<file path="config.mk">
export PLATFORM = sky130hd
export DESIGN_NAME = cache_lru_ctrl
export DESIGN_NICKNAME = d
export VERILOG_FILES = /design/src/rtl/cache_lru_ctrl.sv
export SDC_FILE = /design/constraint.sdc
export NUM_CORES = 1
export LEC_CHECK = 0
export ABC_CLOCK_PERIOD_IN_PS = 900
export CAP_MARGIN = 5
export CORE_AREA = 2 2 39 41
export DETAILED_ROUTE_END_ITERATION = 12
export DIE_AREA = 0 0 41 43
export HOLD_SLACK_MARGIN = 0.05
export PLACE_DENSITY = 0.38
export RECOVER_POWER = 50
export SKIP_CTS_REPAIR_TIMING = 1
export SYNTH_ARGS = -nofsm -noshare
export SYNTH_HDL_FRONTEND = slang
export SYNTH_SLANG_ARGS = --single-unit
</file>
<file path="constraint.sdc">
create_clock -name clock -period 0.9 [get_ports clock]
set_input_delay 0.09 -clock clock [delete_from_list [all_inputs] [get_ports clock]]
set_output_delay 0.09 -clock clock [all_outputs]
set_load 0.01 [all_outputs]
</file>
<file path="src/rtl/cache_lru_ctrl.sv">
// rtl/cache_lru_ctrl.sv - per-set true-LRU replacement tracker reporting the eviction victim of a set
module cache_lru_ctrl #(
  parameter int NUM_SET      = 2,
  parameter int NUM_WAYS     = 4,
  parameter int WAYS_PER_SET = 2,
  localparam int SW = (NUM_SET > 1) ? $clog2(NUM_SET) : 1,
  localparam int WW = (WAYS_PER_SET > 1) ? $clog2(WAYS_PER_SET) : 1
) (
  input  logic          clock,
  input  logic          reset,
  input  logic          victim_req,
  input  logic [SW-1:0] victim_set,
  output logic [WW-1:0] victim_way,
  input  logic          update_req,
  input  logic [SW-1:0] update_set,
  input  logic [WW-1:0] update_way
);

  // One age per line, grouped by set; 0 is most recent, WAYS_PER_SET-1 is the victim.
  // NUM_WAYS is implied by the two dimensions below.
  logic [WW-1:0] age_q [NUM_SET][WAYS_PER_SET];
  logic [WW-1:0] age_d [NUM_SET][WAYS_PER_SET];

  logic [WW-1:0] touched_age;
  logic [WW-1:0] best_age;
  logic [WW-1:0] best_way;
  logic          update_ok;

  // The query qualifier only matters to the surrounding cache, never to the ordering.
  logic victim_req_unused;
  assign victim_req_unused = victim_req;

  assign update_ok = update_req
                   && (int'(update_set) < NUM_SET)
                   && (int'(update_way) < WAYS_PER_SET);

  // Victim search: oldest way of the queried set, lowest index wins if ages ever tie.
  always_comb begin
    best_age = '0;
    best_way = '0;
    for (int s = 0; s < NUM_SET; s++) begin
      if (s == int'(victim_set)) begin
        best_age = age_q[s][0];
        for (int w = 1; w < WAYS_PER_SET; w++) begin
          if (age_q[s][w] > best_age) begin
            best_age = age_q[s][w];
            best_way = WW'(w);
          end
        end
      end
    end
  end

  assign victim_way = best_way;

  // Next ordering: touched way becomes MRU, ways younger than it age by one.
  always_comb begin
    age_d       = age_q;
    touched_age = '0;
    if (update_ok) begin
      for (int s = 0; s < NUM_SET; s++) begin
        if (s == int'(update_set)) begin
          for (int w = 0; w < WAYS_PER_SET; w++) begin
            if (w == int'(update_way)) begin
              touched_age = age_q[s][w];
            end
          end
          for (int w = 0; w < WAYS_PER_SET; w++) begin
            if (w == int'(update_way)) begin
              age_d[s][w] = '0;
            end else if (age_q[s][w] < touched_age) begin
              age_d[s][w] = age_q[s][w] + WW'(1);
            end
          end
        end
      end
    end
  end

  // Age registers; reset orders each set so way 0 is evicted first, then way 1, and so on.
  always_ff @(posedge clock) begin
    if (reset) begin
      for (int s = 0; s < NUM_SET; s++) begin
        for (int w = 0; w < WAYS_PER_SET; w++) begin
          age_q[s][w] <= WW'(WAYS_PER_SET - 1 - w);
        end
      end
    end else begin
      age_q <= age_d;
    end
  end

endmodule

</file>
==> out/results.tsv <==
stage	metric	value	unit
power	part of the power in the clock network	0.441	
critical_path	Levels on crit path	3	
clock_tree	worst skew pair latency	230	ps
critical_path	CP Cell Sequence	nand3b_1 > o31ai_1 > buf_2	
sta	Slew @ Worst Pin	234	ps
clock_tree	clk sink count	4	
floorplan	starting density of the core	0.130	
job	Max Cap Viol	0	
hold_path	Worst Min Path Start	update_set	
clock_tree	CTS buffer count	3	
clock_tree	Clock Tree Root	clkbuf_4	
sta	RSZ-0062 raised after global routing	yes	
route	vias per cell	3.94	
yosys	Post-Synth XOR/XNOR Area	0	
yosys	library cells used by synthesis	10	
route	Routed Antenna Nets	0	
critical_path	critical path's top delay family	flip-flops	
layout	Non-Filler Instances	48	
yosys	net count after synthesis	25	
layout	top flop regs	age_q: 4 flops	
placement	routability congestion estimate from global placement	0.664	
clock_tree	TritonCTS clock tree	built	
yosys	Synth Area in Compound Gates	0.333	
critical_path	CP startpoint	age_q[1]	
critical_path	Required @ worst endpoint	810	ps
critical_path	Max FO, Critical Path	3	
sta	Fin. Hold Viols	0	
floorplan	row count	14	
critical_path	Reg2Reg Setup Slack	50	ps
sta	Pins Over Slew Limit	0	
layout	Reg with most FFs	age_q	
yosys	synthesized area	180	µm²
floorplan	core area	0.00138	mm²
route	drt drc	0	
grt	vias in the first global route	221	
route	Routed WL per cell	9.44	µm
yosys	Synth Area per Inst	10.0	µm²
layout	area delta synth->final	79.2	%
layout	Largest register FFs	4	
power	switching pwr	108	µW
critical_path	WP data arrival	920	ps
yosys	simple-gate share of the synthesized area	0.201	
floorplan	die area	0.00176	mm²
placement	DP HPWL	332	µm
critical_path	WS Path Type	flip-flop to output port	
yosys	register area share after synthesis	0.444	
power	Seq pwr share	0.397	
grt	GRT overflow	0	
grt	first-pass GRT wire length	828	µm
critical_path	Slowest Stage Delay on Critical Path	310	ps
clock_tree	Clock Pin Slew Worst Setup and Hold Paths	40	ps
yosys	Synth Register Bits	4	
yosys	Post-Syn Instances	18	
layout	Fillers	153	
floorplan	Die W	41	µm
yosys	largest family of logic cells by synthesized area	compound AO/OA/AOI/OAI gates	
route	vias	189	
sta	slew margin rel.	0.844	
critical_path	Critical R2R Launch	age_q[3]	
grt	largest net degree at the start of global routing	8	
floorplan	Chip Height	43	µm
route	drt pass-1 iters	2	
critical_path	endpoint class of the critical path	output port	
critical_path	Worst setup SP type	flip-flop	
power	Pwr per Cell Area	1540	mW/mm²
status	status	complete, but fails checks	
critical_path	crit path max-delay cell type	dfxtp_2	
hold_path	type of the tightest min-delay check	input pin to flip-flop	
sta	clk_skew	0.0439	ps
power	Leak Pwr	0.000135	µW
sta	final worst slack	-109	ps
layout	Final #Nets	41	
placement	cell total after placement	45	
yosys	adder-cell share of the synthesized area	0	
layout	antenna fix cells	0	
route	DR iter-0 viols	3	
power	sw frac	0.217	
floorplan	IO Count	8	
layout	layout cells sized above 1	0.406	
yosys	post-synthesis mux area share	0	
status	failing checks	setup timing	
sta	Max Fclk	991	MHz
yosys	synth warn	0	
sta	endpoints failing setup	1	
placement	DP Worst Slack	-481	ps
critical_path	crit path to	victim_way	
route	total wire length	453	µm
power	Comb pwr share	0.162	
sta	fin crit period	1010	ps
clock_tree	CTS Buffer Depth	2	
critical_path	reg-to-reg endpoint	age_q[2]	
grt	antenna violations before repair	0	
placement	port bufs	6	
sta	Final Cycle Share	1.12	
critical_path	FF-to-FF path depth	3	
grt	aggregate global-route resource usage	0.0763	
clock_tree	H-tree depth	1	
power	design internal power	390	µW
critical_path	CP bufs+invs	1	
power	Peak VDD IR	0.359	mV
## area by class of cell
class | instances | area [µm²] | share of cell area
Clock buffer | 3 | 22.5 | 0.0698
Inverter | 1 | 3.75 | 0.0116
Multi-Input combinational cell | 13 | 96.3 | 0.298
Sequential cell | 4 | 82.6 | 0.256
Tap cell | 16 | 20.0 | 0.0620
Timing Repair Buffer | 11 | 97.6 | 0.302
## power groups by stage
stage                     combinational (µW)  clock, µW  sequential, µW
after floorplan                         23.7          0             198
after global placement                  82.3          0             199
after detailed placement                81.9          0             199
after CTS                               82.2        233             196
after global routing                    89.7        245             199
final                                   80.7        219             198
## synthesized netlist by cell type
master / instances / area (µm²)
a311oi_1: 2 / 17.5
nor2_1: 2 / 7.51
a31oi_1: 2 / 12.5
nand3b_1: 3 / 22.5
dfxtp_1: 4 / 80.1
inv_1: 1 / 3.75
o31ai_1: 1 / 7.51
a221oi_2: 1 / 15.0
nor2b_1: 1 / 6.26
a22oi_1: 1 / 7.51
## metal layers
layer,vias to the layer above,part of all wire,global-route usage
li1,101,-,-
met1,81,0.45,0.0836
met2,7,0.41,0.0875
met3,0,0.13,0.0366
met4,0,0,0.100
met5,-,0,0
## worst reg2reg max path: cells and delay by family (launching register included)
family                 cells  cell delay [ps]
buffers and inverters      1              110
flip-flops                 1              320
AO/OA/AOI/OAI              1              240
AND/OR/NAND/NOR            1               90
## cell usage in the layout, fill, tap and decap left out, drive strengths merged
| cell | n |
|---|---|
| clkbuf | 3 |
| a22oi | 1 |
| inv | 1 |
| o31ai | 1 |
| clkdlybuf4s50 | 3 |
| buf | 6 |
| nand3b | 3 |
| dfxtp | 4 |
| nor2b | 1 |
| a221oi | 1 |
| a31oi | 2 |
| dlymetal6s2s | 2 |
| a311oi | 2 |
| nor2 | 2 |
## kinds of logic after synthesis
family / count (synthesis)
AOI/OAI and AO/OA: 7
and+or+nand+nor: 6
DFF: 4
buffers and inverters: 1
## worst min-delay path by stage
| stage | slack, ps | endpoint | depth (start not counted) |
|---|---|---|---|
| 6_report | 220 | age_q[1] | 2 |
| 2_1_floorplan | 160 | age_q[2] | 1 |
| 4_1_cts | 490 | age_q[2] | 2 |
| 5_1_grt | 280 | age_q[0] | 2 |
| 3_3_place_gp | 530 | age_q[0] | 2 |
| 3_5_place_dp | 530 | age_q[0] | 2 |
## metrics by stage
stage	cell area (µm²)	TNS, ps	power [µW]	util	hold WS (ps)
6_report	323	-109	498	0.233	222
5_1_grt	323	-162	535	0.233	275
4_1_cts	320	-624	511	0.231	487
3_5_place_dp	298	-1390	281	0.215	535
3_3_place_gp	298	-1340	281	0.215	530
2_1_floorplan	180	0	222	-	156
(Power assumes the default switching activity.)
==> patch, RTL diff (same settings) <==
Make the reset (`reset`) asynchronous in one clocked block.
--- a/src/rtl/cache_lru_ctrl.sv
+++ b/src/rtl/cache_lru_ctrl.sv
@@ -78,7 +78,7 @@
   end
 
   // Age registers; reset orders each set so way 0 is evicted first, then way 1, and so on.
-  always_ff @(posedge clock) begin
+  always_ff @(posedge clock or posedge reset) begin
     if (reset) begin
       for (int s = 0; s < NUM_SET; s++) begin
         for (int w = 0; w < WAYS_PER_SET; w++) begin
Check against the original RTL: differs if reset is asserted again (counterexample within 4 cycles, from zero or initial values and one cycle with reset high); with reset held inactive, the same outputs for 10 cycles.
==> patch against the unedited design <==
The flow still finishes with violations (setup timing). Wire length grew 23%. Area after synthesis is 8.3% higher. Sequential cell count did not move. Final area grew 15%. Clock skew about the same. Worst setup slack got worse by 0.14 ns. Fmax shrank 12%. Critical path depth unchanged. Combinational power is 41% lower. Sequential share of layout area is 2.0 points higher. Power down 9.0%.
==> patch: results (changes against the unedited design) <==
| Metric | Value |
|---|---|
| Slew Limit Headroom | 0.840 (was 0.844) |
| Failing checks | setup timing (unchanged) |
| Setup Slack @ Placement | -0.485 ns (was -0.481 ns) |
| Worst path max stage delay | 0.51 ns (was 0.31 ns) |
| Flop-to-flop setup slack | -0.12 ns (was 0.05 ns) |
| Drt initial violations | 2 (was 3) |
| Reg2reg start | age_q[3] (unchanged) |
| Non-filler cells, final | 49 (was 48) |
| Final Worst Setup Slack | -0.248 ns (was -0.109 ns) |
| Critical R2R Capture | age_q[2] (unchanged) |
| Comb pwr | 47.3 µW (was 80.7 µW) |
| Post-route met1 wirelength | 212 µm (was 206 µm) |
| Sequential share of the synthesized area | 0.526 (was 0.444) |
| Count leader, synth | a31oi_1 (was dfxtp_1) |
| Reg power frac | 0.400 (was 0.397) |
| Crit-path max FO | 2 (was 3) |
| CP startpoint | age_q[1] (unchanged) |
| Final setup violation count | 4 (was 1) |
| Outcome | finished, violations left (unchanged) |
| Critical path's slowest cell | dfstp_2 (was dfxtp_2) |
| Met3 wire length | 79 µm (was 61 µm) |
| Routing usage on met2 | 0.113 (was 0.0875) |
| Dpl cells | 46 (was 45) |
| Post-DP HPWL | 413 µm (was 332 µm) |
| Layout Skew | 0.0000348 ns (was 0.0000439 ns) |
| Worst hold path type | in -> async (was in -> reg) |
| Vias in the first global route | 226 (was 221) |
| Setup TNS | -0.448 ns (was -0.109 ns) |
| Synth Area in Compound Gates | 0.244 (was 0.333) |
| Worst Path Arrival | 1.06 ns (was 0.92 ns) |
| Fin nets | 42 (was 41) |
| Dpl cell area | 320 µm² (was 298 µm²) |
| GPL Wtd Cong | 0.705 (was 0.664) |
| Met3 Use GR | 0.0942 (was 0.0366) |
[patch: changes by cell type after synthesis, sizes merged, moves of 2 or more]
| cell | before | now |
|---|---|---|
| a2bb2oi | 0 | 2 |
| nand3b | 3 | 1 |
| dfstp | 0 | 2 |
| and3b | 0 | 2 |
| dfrtp | 0 | 2 |
| a31oi | 2 | 4 |
| dfxtp | 4 | 0 |
| nor2 | 2 | 0 |
| a311oi | 2 | 0 |
[patch: cell type report]
class	instances	area, µm²
Inverter	2	7.51
Timing Repair Buffer	12	104
Multi-Input combinational cell	12	115
Fill cell	152	1010
Tap cell	16	20.0
Clock buffer	3	22.5
Sequential cell	4	103
[patch: critical path: cells and delay by family (launching register included)]
| family | cells | cell delay (ns) |
|---|---|---|
| flops | 1 | 0.51 |
| buf+inv | 1 | 0.13 |
| simple gates | 1 | 0.11 |
| compound gates | 1 | 0.06 |
[patch: through the flow]
stage,total power (µW),utilization
after floorplan,191,-
after global placement,227,0.231
after detailed placement,228,0.231
after CTS,463,0.248
after global routing,486,0.269
final,453,0.269
